`config.mk`:
```
export PLATFORM = sky130hd
export DESIGN_NAME = filterbank_scheduler_flat
export DESIGN_NICKNAME = d
export VERILOG_FILES = /design/src/rtl/filterbank_scheduler_if.sv /design/src/rtl/filterbank_scheduler.sv /design/src/flat_wrapper.sv
export SDC_FILE = /design/constraint.sdc
export NUM_CORES = 1
export LEC_CHECK = 0
export CAP_MARGIN = 5
export CORE_MARGIN = 8
export CORE_UTILIZATION = 40
export CTS_CLUSTER_SIZE = 25
export DETAILED_ROUTE_END_ITERATION = 12
export PLACE_DENSITY = 0.67
export SLEW_MARGIN = 20
export SYNTH_ARGS = -nofsm -noshare
export SYNTH_HDL_FRONTEND = slang
export SYNTH_SLANG_ARGS = --single-unit
```
`constraint.sdc`:
```
create_clock -name clk_in -period 6.25 [get_ports clk_in]
set_clock_uncertainty 0.2 [all_clocks]
set_input_delay 1.5625 -clock clk_in [delete_from_list [all_inputs] [get_ports clk_in]]
set_output_delay 1.5625 -clock clk_in [all_outputs]
set_load 0.01 [all_outputs]
```
`src/rtl/filterbank_scheduler_if.sv`:
```
// Handshake/bus bundle for filterbank_scheduler.
//   valid_in / carrier_sample_in / mod_sample_in : per-frame sample pair from the front end
//   mac_start_out / mac_chan_out / mac_src_out / mac_sample_out / mac_done_in :
//       job launch and completion handshake with the shared biquad/MAC engine
//   busy_out / valid_out / overrun_out / timeout_out : frame status toward the mixer
// The slave modport is the scheduler's view, the master modport is the view of
// whatever feeds samples, plays the engine and consumes the status.
interface filterbank_scheduler_if #(
  parameter int NUM_CHANNELS  = 8,
  parameter int CARRIER_WIDTH = 16,
  parameter int MOD_WIDTH     = 24
);
  localparam int CW = (NUM_CHANNELS > 1) ? $clog2(NUM_CHANNELS) : 1;

  logic                            valid_in;
  logic signed [CARRIER_WIDTH-1:0] carrier_sample_in;
  logic signed [MOD_WIDTH-1:0]     mod_sample_in;
  logic                            mac_start_out;
  logic [CW-1:0]                   mac_chan_out;
  logic                            mac_src_out;
  logic signed [MOD_WIDTH-1:0]     mac_sample_out;
  logic                            mac_done_in;
  logic                            busy_out;
  logic                            valid_out;
  logic                            overrun_out;
  logic                            timeout_out;

  modport slave (
    input  valid_in, carrier_sample_in, mod_sample_in, mac_done_in,
    output mac_start_out, mac_chan_out, mac_src_out, mac_sample_out,
           busy_out, valid_out, overrun_out, timeout_out
  );

  modport master (
    output valid_in, carrier_sample_in, mod_sample_in, mac_done_in,
    input  mac_start_out, mac_chan_out, mac_src_out, mac_sample_out,
           busy_out, valid_out, overrun_out, timeout_out
  );
endinterface

```
`src/rtl/filterbank_scheduler.sv`:
```
// filterbank_scheduler
// Time-multiplexes one shared biquad/MAC engine over the 2*NUM_CHANNELS jobs of
// an audio frame (carrier then modulator job for each channel, channel 0 first).
// A sample pair is latched when valid_in arrives in IDLE; jobs are launched one
// at a time with a 1-cycle mac_start_out and retired by mac_done_in. valid_out
// pulses once every job of the frame has completed.
// Ports:
//   clk_in  : system clock
//   rst_in  : synchronous active-high reset, aborts any frame in progress
//   bus     : filterbank_scheduler_if.slave
//     valid_in, carrier_sample_in, mod_sample_in -> sample pair strobe
//     mac_start_out, mac_chan_out, mac_src_out, mac_sample_out <- job launch
//     mac_done_in                                 -> job completion
//     busy_out, valid_out                         <- frame status
//     overrun_out, timeout_out                    <- sticky error flags
// All outputs are registered.
module filterbank_scheduler #(
  parameter int NUM_CHANNELS   = 8,
  parameter int CARRIER_WIDTH  = 16,
  parameter int MOD_WIDTH      = 24,
  parameter int TIMEOUT_CYCLES = 255
) (
  input logic                   clk_in,
  input logic                   rst_in,
  filterbank_scheduler_if.slave bus
);

  localparam int CW    = (NUM_CHANNELS > 1) ? $clog2(NUM_CHANNELS) : 1;
  localparam int NJOBS = 2 * NUM_CHANNELS;
  localparam int JW    = $clog2(NJOBS);
  localparam int TW    = $clog2(TIMEOUT_CYCLES);

  localparam logic [JW-1:0] LAST_JOB   = JW'(NJOBS - 1);
  // The wait counter reads 0 in the first WAIT cycle, so the engine is given up
  // on when the count reaches TIMEOUT_CYCLES-2: timeout_out then rises exactly
  // TIMEOUT_CYCLES cycles after the job's start pulse.
  localparam logic [TW-1:0] WAIT_LIMIT = TW'(TIMEOUT_CYCLES - 2);

  typedef enum logic [1:0] {S_IDLE, S_ISSUE, S_WAIT, S_DONE} state_t;

  state_t                          r_state, w_state_next;
  logic [JW-1:0]                   r_job, w_job_next;
  logic [TW-1:0]                   r_wait, w_wait_next;
  logic signed [CARRIER_WIDTH-1:0] r_carrier, w_carrier_next;
  logic signed [MOD_WIDTH-1:0]     r_mod, w_mod_next;
  logic                            w_timeout_hit;

  logic                            w_src_next;
  logic [CW-1:0]                   w_chan_next;
  logic signed [MOD_WIDTH-1:0]     w_sample_next;

  logic                            r_start, r_src, r_busy, r_valid, r_overrun, r_timeout;
  logic [CW-1:0]                   r_chan;
  logic signed [MOD_WIDTH-1:0]     r_sample;

  function automatic logic signed [MOD_WIDTH-1:0] sext_carrier(
    input logic signed [CARRIER_WIDTH-1:0] s
  );
    return MOD_WIDTH'(s);
  endfunction

  always_comb begin
    w_state_next   = r_state;
    w_job_next     = r_job;
    w_wait_next    = r_wait;
    w_carrier_next = r_carrier;
    w_mod_next     = r_mod;
    w_timeout_hit  = 1'b0;
    unique case (r_state)
      S_IDLE: begin
        if (bus.valid_in) begin
          w_carrier_next = bus.carrier_sample_in;
          w_mod_next     = bus.mod_sample_in;
          w_job_next     = '0;
          w_state_next   = S_ISSUE;
        end
      end
      S_ISSUE: begin
        // mac_done_in is deliberately not looked at here.
        w_wait_next  = '0;
        w_state_next = S_WAIT;
      end
      S_WAIT: begin
        // done takes priority over an expiring wait count
        if (bus.mac_done_in) begin
          if (r_job == LAST_JOB) begin
            w_state_next = S_DONE;
          end else begin
            w_job_next   = r_job + 1'b1;
            w_state_next = S_ISSUE;
          end
        end else if (r_wait == WAIT_LIMIT) begin
          w_timeout_hit = 1'b1;
          w_state_next  = S_IDLE;
        end else begin
          w_wait_next = r_wait + 1'b1;
        end
      end
      S_DONE: begin
        w_state_next = S_IDLE;
      end
      default: begin
        w_state_next = S_IDLE;
      end
    endcase
  end

  // Job descriptor for whatever job the next state will launch; outputs are
  // registered from the next state so the start pulse appears one cycle after
  // acceptance or done.
  always_comb begin
    w_src_next    = w_job_next[0];
    w_chan_next   = CW'(w_job_next >> 1);
    w_sample_next = w_src_next ? w_mod_next : sext_carrier(w_carrier_next);
  end

  always_ff @(posedge clk_in) begin
    if (rst_in) begin
      r_state   <= S_IDLE;
      r_job     <= '0;
      r_wait    <= '0;
      r_carrier <= '0;
      r_mod     <= '0;
      r_start   <= 1'b0;
      r_chan    <= '0;
      r_src     <= 1'b0;
      r_sample  <= '0;
      r_busy    <= 1'b0;
      r_valid   <= 1'b0;
      r_overrun <= 1'b0;
      r_timeout <= 1'b0;
    end else begin
      r_state   <= w_state_next;
      r_job     <= w_job_next;
      r_wait    <= w_wait_next;
      r_carrier <= w_carrier_next;
      r_mod     <= w_mod_next;
      r_start   <= (w_state_next == S_ISSUE);
      r_busy    <= (w_state_next == S_ISSUE) || (w_state_next == S_WAIT);
      r_valid   <= (w_state_next == S_DONE);
      // job fields only move on a launch, so they hold through WAIT and IDLE
      if (w_state_next == S_ISSUE) begin
        r_chan   <= w_chan_next;
        r_src    <= w_src_next;
        r_sample <= w_sample_next;
      end
      // includes the DONE cycle: a pair arriving with valid_out is dropped
      if (bus.valid_in && (r_state != S_IDLE)) begin
        r_overrun <= 1'b1;
      end
      if (w_timeout_hit) begin
        r_timeout <= 1'b1;
      end
    end
  end

  assign bus.mac_start_out  = r_start;
  assign bus.mac_chan_out   = r_chan;
  assign bus.mac_src_out    = r_src;
  assign bus.mac_sample_out = r_sample;
  assign bus.busy_out       = r_busy;
  assign bus.valid_out      = r_valid;
  assign bus.overrun_out    = r_overrun;
  assign bus.timeout_out    = r_timeout;

endmodule

```
`src/flat_wrapper.sv`:
```
// flat-port wrapper written by rule: the top's interface ports become plain ports
module filterbank_scheduler_flat 
#(
  parameter int NUM_CHANNELS   = 8,
  parameter int CARRIER_WIDTH  = 16,
  parameter int MOD_WIDTH      = 24,
  parameter int TIMEOUT_CYCLES = 255
)
  (clk_in, rst_in, bus_valid_in, bus_carrier_sample_in, bus_mod_sample_in, bus_mac_done_in, bus_mac_start_out, bus_mac_chan_out, bus_mac_src_out, bus_mac_sample_out, bus_busy_out, bus_valid_out, bus_overrun_out, bus_timeout_out);
  filterbank_scheduler_if #(.NUM_CHANNELS(NUM_CHANNELS), .CARRIER_WIDTH(CARRIER_WIDTH), .MOD_WIDTH(MOD_WIDTH)) bus_i ();
  input logic clk_in;
  input logic rst_in;
  input wire logic [$bits(bus_i.valid_in)-1:0] bus_valid_in;
  input wire logic [$bits(bus_i.carrier_sample_in)-1:0] bus_carrier_sample_in;
  input wire logic [$bits(bus_i.mod_sample_in)-1:0] bus_mod_sample_in;
  input wire logic [$bits(bus_i.mac_done_in)-1:0] bus_mac_done_in;
  output wire logic [$bits(bus_i.mac_start_out)-1:0] bus_mac_start_out;
  output wire logic [$bits(bus_i.mac_chan_out)-1:0] bus_mac_chan_out;
  output wire logic [$bits(bus_i.mac_src_out)-1:0] bus_mac_src_out;
  output wire logic [$bits(bus_i.mac_sample_out)-1:0] bus_mac_sample_out;
  output wire logic [$bits(bus_i.busy_out)-1:0] bus_busy_out;
  output wire logic [$bits(bus_i.valid_out)-1:0] bus_valid_out;
  output wire logic [$bits(bus_i.overrun_out)-1:0] bus_overrun_out;
  output wire logic [$bits(bus_i.timeout_out)-1:0] bus_timeout_out;
  assign bus_i.valid_in = bus_valid_in;
  assign bus_i.carrier_sample_in = bus_carrier_sample_in;
  assign bus_i.mod_sample_in = bus_mod_sample_in;
  assign bus_i.mac_done_in = bus_mac_done_in;
  assign bus_mac_start_out = bus_i.mac_start_out;
  assign bus_mac_chan_out = bus_i.mac_chan_out;
  assign bus_mac_src_out = bus_i.mac_src_out;
  assign bus_mac_sample_out = bus_i.mac_sample_out;
  assign bus_busy_out = bus_i.busy_out;
  assign bus_valid_out = bus_i.valid_out;
  assign bus_overrun_out = bus_i.overrun_out;
  assign bus_timeout_out = bus_i.timeout_out;
  filterbank_scheduler #(.NUM_CHANNELS(NUM_CHANNELS), .CARRIER_WIDTH(CARRIER_WIDTH), .MOD_WIDTH(MOD_WIDTH), .TIMEOUT_CYCLES(TIMEOUT_CYCLES)) u_core (.clk_in(clk_in), .rst_in(rst_in), .bus(bus_i));
endmodule
```
==> results of run 1 <==
[logic make-up after synthesis]
| family | count (synthesis) | synth area share [%] |
|---|---|---|
| and+or+nand+nor | 137 | 18.0 |
| AOI/OAI and AO/OA | 96 | 19.5 |
| DFF | 87 | 46.9 |
| buffers and inverters | 37 | 5.39 |
| muxes | 26 | 7.27 |
| adders and majority gates | 6 | 2.02 |
| xor gates and xnor gates | 4 | 0.943 |
[synthesized netlist by cell type (8+ instances only)]
master / number / area (um^2)
a31oi_1: 11 / 68.8
a221o_1: 14 / 140
dfxtp_1: 87 / 1740
nor2_1: 36 / 135
a2111oi_0: 12 / 105
o211ai_1: 9 / 67.6
a21oi_1: 25 / 125
mux2i_1: 18 / 180
clkbuf_1: 12 / 45.0
nand2_1: 55 / 206
nor2b_1: 13 / 81.3
mux2_2: 8 / 90.1
[power breakdown]
part | leakage (nW) | switching [mW] | internal [mW]
logic | 0.886 | 0.0949 | 0.0934
registers | 0.711 | 0.0182 | 0.588
clock network | 0.0947 | 0.207 | 0.197
[per-stage QoR]
| step | hold slack [ns] | util (%) | setup slack (ns) | instances | cell area [um^2] |
|---|---|---|---|---|---|
| after CTS | 0.258 | 51.5 | 1.42 | 571 | 4690 |
| final | 0.255 | 51.5 | 1.42 | 571 | 4690 |
| after detailed placement | 0.246 | 49.2 | 1.04 | 555 | 4480 |
| after floorplan | 0.240 | - | 2.57 | 393 | 3720 |
| after global placement | 0.240 | 49.2 | 1.18 | 555 | 4480 |
| after global routing | 0.291 | 51.5 | 1.11 | 571 | 4690 |
[flip-flops by register name, summed over array words and instances, names as in the netlist]
| signal | count |
|---|---|
| u_core.r_job | 4 |
| u_core.bus.busy_out | 1 |
| u_core.bus.mac_src_out | 1 |
| u_core.r_wait | 8 |
| u_core.bus.overrun_out | 1 |
| u_core.bus.mac_sample_out | 24 |
| u_core.bus.timeout_out | 1 |
| u_core.r_carrier | 16 |
| u_core.bus.mac_start_out | 1 |
| u_core.bus.valid_out | 1 |
| u_core.r_mod | 24 |
| u_core.r_state | 2 |
| u_core.bus.mac_chan_out | 3 |
[worst register-to-register path: stages (launching register included)]
cell	delay, ns
dfxtp_1	0.42
ha_1	0.18
nand3_1	0.19
or3_1	0.37
a31oi_1	0.35
ha_1	0.21
buf_4	0.23
inv_1	0.38
nor3_2	0.88
a221o_1	0.28
[layout make-up]
| class | instances | area share [%] |
|---|---|---|
| Multi-Input combinational cell | 269 | 38.0 |
| Clock inverter | 6 | 1.49 |
| Timing Repair Buffer | 81 | 16.9 |
| Sequential cell | 87 | 37.1 |
| Clock buffer | 10 | 2.94 |
| Inverter | 7 | 0.560 |
| Tap cell | 111 | 2.96 |
[layer usage]
metal  part of all wire (%)  vias to the layer above  routed length [um]  track usage [%]
li1                       -                     1544                   -                -
met1                     47                     1421                4120             17.4
met2                     47                       65                4160             23.4
met3                    5.7                        7                 502             4.24
met4                   0.87                        0                  77             5.85
met5                      0                        -                   0                0
[final timing paths]
kind,startpoint,to,slack (ns),cells past startpoint
setup / recovery,bus_mac_done_in,u_core.bus.mac_sample_out[0]$_SDFFE_PP0N_,1.42,8
hold / removal,u_core.bus.overrun_out$_SDFFE_PP0P_,u_core.bus.overrun_out$_SDFFE_PP0P_,0.26,2
setup reg to reg,u_core.r_wait[0]$_SDFFE_PP0P_,u_core.bus.mac_sample_out[0]$_SDFFE_PP0N_,2.52,9
hold reg to reg,u_core.bus.overrun_out$_SDFFE_PP0P_,u_core.bus.overrun_out$_SDFFE_PP0P_,0.26,2
==> implementation parameters, run 1 <==
Parameter                              Value

Status
  Run status    finished, final reports clean

Clock tree
  CTS Buf Count    9
  CTS tree    done
  Clock Pin Slew Worst Setup and Hold Paths    approximately 0.090 ns
  Number of sinks driven by the clock tree    just under 90
  Hold buffers post-CTS    0
  Worst skew pair latency    0.35 ns
  Max Buffers Root-to-Sink    2
  Post-CTS resize count    0
  H-Tree Depth    3
  Root buffer cell    clkbuf_8
  Buffers inserted by post-CTS timing repair    0

Synth
  Count of synthesis-stage warnings from yosys    0
  Synthesized Nets    ~440
  Register bit total from synthesis    just under 90
  Cell count after synthesis    393
  Count of flip-flops with a built-in enable after synthesis    0
  Synth cell types    51
  Top flip-flop cell by instance count after synthesis    dfxtp_1
  Ys async rst share    0%
  Netlist area before placement    between 3000 and 4000 um^2
  Mean instance size in the synthesized netlist    9.46 um^2
  Sequential area share after synthesis    a little under half

Floorplan
  # IOs    slightly below 80
  Area inside the core boundary    9110 um^2
  Die Wd    roughly 110 um
  Row count    35
  Die Span Y    roughly 110 um
  Initial core utilization    between 40% and 50%
  Total Die Area    ~13,000 um^2

Global routing
  Pin count of the biggest net entering global routing    between 50 and 60
  Wire length of the first global-routing pass    about 15 mm
  Initial antenna violation count    0
  Number of global-route vias before repair    approximately 3,100
  Remaining global-route overflow    0
  Global router's overall resource usage    around 14%

Cells and area
  Area grow syn2layout    26.2%
  Multi-input gate area    about 1800 um^2
  Commonest cells after routing, fill and taps aside    87 x dfxtp_1, 75 x clkdlybuf4s50_1, 55 x nand2_1, 36 x nor2_1, 25 x a21oi_1
  Sequential cell area in the final layout    1740 um^2
  Most frequent standard cell in the layout excluding fill and tap cells    dfxtp_1
  Antenna cells    0
  Number of nets in the layout    a little over 500
  Count of filler cells inserted in the layout    around 870
  Share of cells above drive strength 1    between 8 and 9%

STA
  Number of slew-limit violations in the final report    0
  Worst slew margin relative to its limit    around 34%
  Tcrit/Tclk final    77.4%
  Unrepaired setup endpoints after global routing    false
  Final count of hold timing violations    0
  Number of setup violations in the final report    0
  Setup TNS    0 ns
  Fmax achieved    between 200 and 250 MHz
  Clock period minus worst slack    just under 5 ns
  Transition at the pin with the smallest max-transition slack    about 0.98 ns

Route
  Detailed Routing Iterations Pass 1    4
  Routed length per placed instance    15.5 um
  Number of design rule violations left after detail routing    0
  Total wire length after detailed routing    ~8.9 mm
  Final ANT Viol Nets    0
  Via count    between 3,000 and 4,000
  Starting DRC count in detailed routing    135
  Post-detailed-route via-to-cell ratio    5.32

Critical path
  Kind of cell with the highest combined delay on the critical path    simple AND/OR/NAND/NOR gates
  Worst path cell trace    clkdlybuf4s50_1 -> or3_1 -> a31oi_1 -> ha_1 -> buf_4 -> inv_1 -> nor3_2 -> a221o_1
  Worst Path Arrival    slightly below 5 ns
  Cell type of the slowest stage on the worst timing path    nor3_2
  Buf+Inv Stages, Crit Path    3
  Required time reported for the critical path endpoint    6.34 ns
  Critical Path Max Stage Delay    between 0.8 and 0.9 ns
  Nature of the critical path endpoint    register
  Max FO, Critical Path    25
  Crit Path Category    in2reg
  Critical path startpoint category    input pin

Power and ir drop
  Worst IR drop on VDD    0.140 mV
  Total Power Consumption    approximately 1.2 mW
  Power per standard cell area    256 nW/um^2
  Lkg Pwr    1.69 nW

Placed design
  Port buffer count    between 70 and 80
  Gpl congestion    roughly 0.76
  HPWL after DPL    ~6.2 mm

Job
  Number of maximum-capacitance constraint violations    0

Hold path
  Classification of the worst-slack hold path    reg2reg
No activity file was read; power rests on OpenSTA's default activity.
==> inputs of run 2 (changes only) <==
- PLACE_DENSITY: 0.67 -> 0.69
- clock period: 6.25 -> 4.2 ns (I/O delays scaled with it)
==> run 2 against run 1 <==
Against the previous run:
- largest cell class unchanged
- routed wire length rose by 2.1%
- sequential cell count did not move
- critical path depth rose by 1
- clock power rose by 61%
- count of clock-buffer cells in the layout rose by 1
==> implementation parameters, run 2 (synthesis gave the netlist of run 1 again) <==
Parameter                              Value

Cells and area
  Share of cells above drive strength 1    under 10%
  Antenna cells    0
  Commonest cells after routing, fill and taps aside    87 x dfxtp_1, 75 x clkdlybuf4s50_1, 55 x nand2_1, 36 x nor2_1, 25 x a21oi_1
  Most frequent standard cell in the layout excluding fill and tap cells    dfxtp_1
  Area grow syn2layout    27.5%
  Number of nets in the layout    approximately 510
  Count of filler cells inserted in the layout    ~850

Clock tree
  Max Buffers Root-to-Sink    2
  Clock Pin Slew Worst Setup and Hold Paths    roughly 0.09 ns
  Hold buffers post-CTS    0
  Root buffer cell    clkbuf_8
  Number of sinks driven by the clock tree    87
  Worst skew pair latency    about 0.36 ns
  Post-CTS resize count    0
  CTS tree    done
  H-Tree Depth    3
  CTS Buf Count    9
  Buffers inserted by post-CTS timing repair    0

Job
  Number of maximum-capacitance constraint violations    0

Critical path
  R2r setup slk    around 1.2 ns
  Worst reg2reg path endpoint    u_core.bus.mac_sample_out[12]$_SDFFE_PP0N_
  Nature of the critical path endpoint    register
  Required time reported for the critical path endpoint    between 4 and 5 ns
  Max FO, Critical Path    25
  Worst Path Arrival    approximately 3.6 ns
  Path length in cells of the critical path    9
  Critical Path Max Stage Delay    roughly 0.4 ns
  Crit Path Category    in2reg
  Cell type of the slowest stage on the worst timing path    clkdlybuf4s50_1
  Worst path cell trace    clkdlybuf4s50_1 -> buf_4 -> or3_1 -> a31oi_1 -> ha_1 -> inv_1 -> nor3_2 -> buf_4 -> a221o_1
  Buf+Inv Stages, Crit Path    4
  Depth of the most critical reg-to-reg path    9
  Critical path startpoint category    input pin
  Worst path most repeated cell    buf_4
  RR Startpoint    u_core.r_job[0]$_SDFF_PP0_
  Kind of cell with the highest combined delay on the critical path    buffers and inverters

STA
  Clock period minus worst slack    3.47 ns
  Worst slew margin relative to its limit    46.9%
  Final count of hold timing violations    0
  Number of setup violations in the final report    0
  Post-route worst hold slack    0.259 ns
  Final Worst Setup Slack    about 0.73 ns
  Transition at the pin with the smallest max-transition slack    around 0.8 ns
  Setup TNS    0 ns
  Fmax achieved    between 200 and 300 MHz
  Unrepaired setup endpoints after global routing    false
  Number of slew-limit violations in the final report    0
  Tcrit/Tclk final    between 80% and 90%

Route
  Routed length per placed instance    between 15 and 20 um
  Number of design rule violations left after detail routing    0
  Via count    a little over 3,000
  Total wire length after detailed routing    approximately 9.0 mm
  Post-detailed-route via-to-cell ratio    5.37
  Final ANT Viol Nets    0
  Detailed Routing Iterations Pass 1    5
  Starting DRC count in detailed routing    around 160

Power and ir drop
  Comb power frac    15.6%
  Sequential group share of total power    approximately 49%
  Internal power of the cells    1.37 mW
  Lkg Pwr    approximately 1.7 nW
  Net switching power    ~0.47 mW
  Share of total power consumed by net switching    25.5%
  Power per standard cell area    approximately 390 nW/um^2
  Worst IR drop on VDD    0.260 mV
  Portion of total power attributed to the clock network    around 35%

Global routing
  Number of global-route vias before repair    between 3,000 and 4,000
  Pin count of the biggest net entering global routing    40
  Wire length of the first global-routing pass    15.0 mm
  Global router's overall resource usage    14.5%
  Remaining global-route overflow    0
  Initial antenna violation count    0

Hold path
  Hold Crit Start    u_core.bus.overrun_out$_SDFFE_PP0P_
  Worst hold path stage count    2
  Classification of the worst-slack hold path    reg2reg
  WHS Endpoint    u_core.bus.overrun_out$_SDFFE_PP0P_

Floorplan
  Die Wd    ~110 um
  Row count    35
  Total Die Area    between 10,000 and 15,000 um^2
  Die Span Y    roughly 110 um
  # IOs    77
  Initial core utilization    between 40% and 50%
  Area inside the core boundary    just over 9000 um^2

Placed design
  Port buffer count    76
  Pre-CTS worst setup slack    ~0.38 ns
  Gpl congestion    ~0.73
  HPWL after DPL    about 6.4 mm

Status
  Run status    finished, final reports clean
-- run 2: cell types whose count changed in the layout (fill, tap and decap cells not counted), sizes merged --
cell and delta:
bufinv +1, buf +3, clkinvlp -2, clkbuf +1
-- run 2: area by class of cell --
| type | count | area, um^2 | share of cell area (%) |
|---|---|---|---|
| timing repair buffer | 84 | 828 | 17.5 |
| sequential | 87 | 1740 | 36.8 |
| clock buffer | 11 | 141 | 2.98 |
| tap | 111 | 139 | 2.93 |
| inverter | 7 | 26.3 | 0.555 |
| multi-input combinational | 269 | 1780 | 37.6 |
| clock inverter | 5 | 81.3 | 1.72 |
-- run 2: power by group through the flow --
stage / clock [mW] / sequential [mW] / combinational, mW
after global routing: 0.700 / 0.909 / 0.314
final: 0.651 / 0.903 / 0.287
after floorplan: 0 / 0.923 / 0.162
after detailed placement: 0 / 0.922 / 0.289
after CTS: 0.659 / 0.903 / 0.290
after global placement: 0 / 0.921 / 0.284
-- run 2: worst max path at each step --
| stage | startpoint | to | slack [ns] |
|---|---|---|---|
| global placement | bus_mac_done_in | u_core.bus.mac_sample_out[6]$_SDFFE_PP0N_ | 0.49 |
| detailed placement | bus_mac_done_in | u_core.bus.mac_sample_out[12]$_SDFFE_PP0N_ | 0.38 |
| finish | bus_mac_done_in | u_core.bus.mac_sample_out[9]$_SDFFE_PP0N_ | 0.73 |
| CTS | bus_mac_done_in | u_core.bus.mac_sample_out[12]$_SDFFE_PP0N_ | 0.73 |
| floorplan | bus_mac_done_in | u_core.bus.mac_sample_out[22]$_SDFFE_PP0N_ | 1.03 |
| global route | bus_mac_done_in | u_core.bus.mac_sample_out[7]$_SDFFE_PP0N_ | 0.59 |
-- run 2: per-layer routing --
metal | global-route usage (%) | wire length (um)
met5 | 0 | 0
met4 | 5.76 | 178
met3 | 4.56 | 539
met2 | 24.4 | 4300
met1 | 16.9 | 4030
-- run 2: worst min-delay path, delay by kind of cell (launching register included) --
family	cells	cell delay, ns
buffers and inverters	1	0.05
DFF	1	0.32
AOI/OAI and AO/OA	1	0.05
-- run 2: stage by stage --
stage	util, %	total power, mW	area [um^2]	instances
after floorplan	-	1.08	3720	393
after global placement	49.6	1.21	4520	558
after detailed placement	49.6	1.21	4520	558
after CTS	52.0	1.85	4740	574
after global routing	52.0	1.92	4740	574
final	52.0	1.84	4740	574
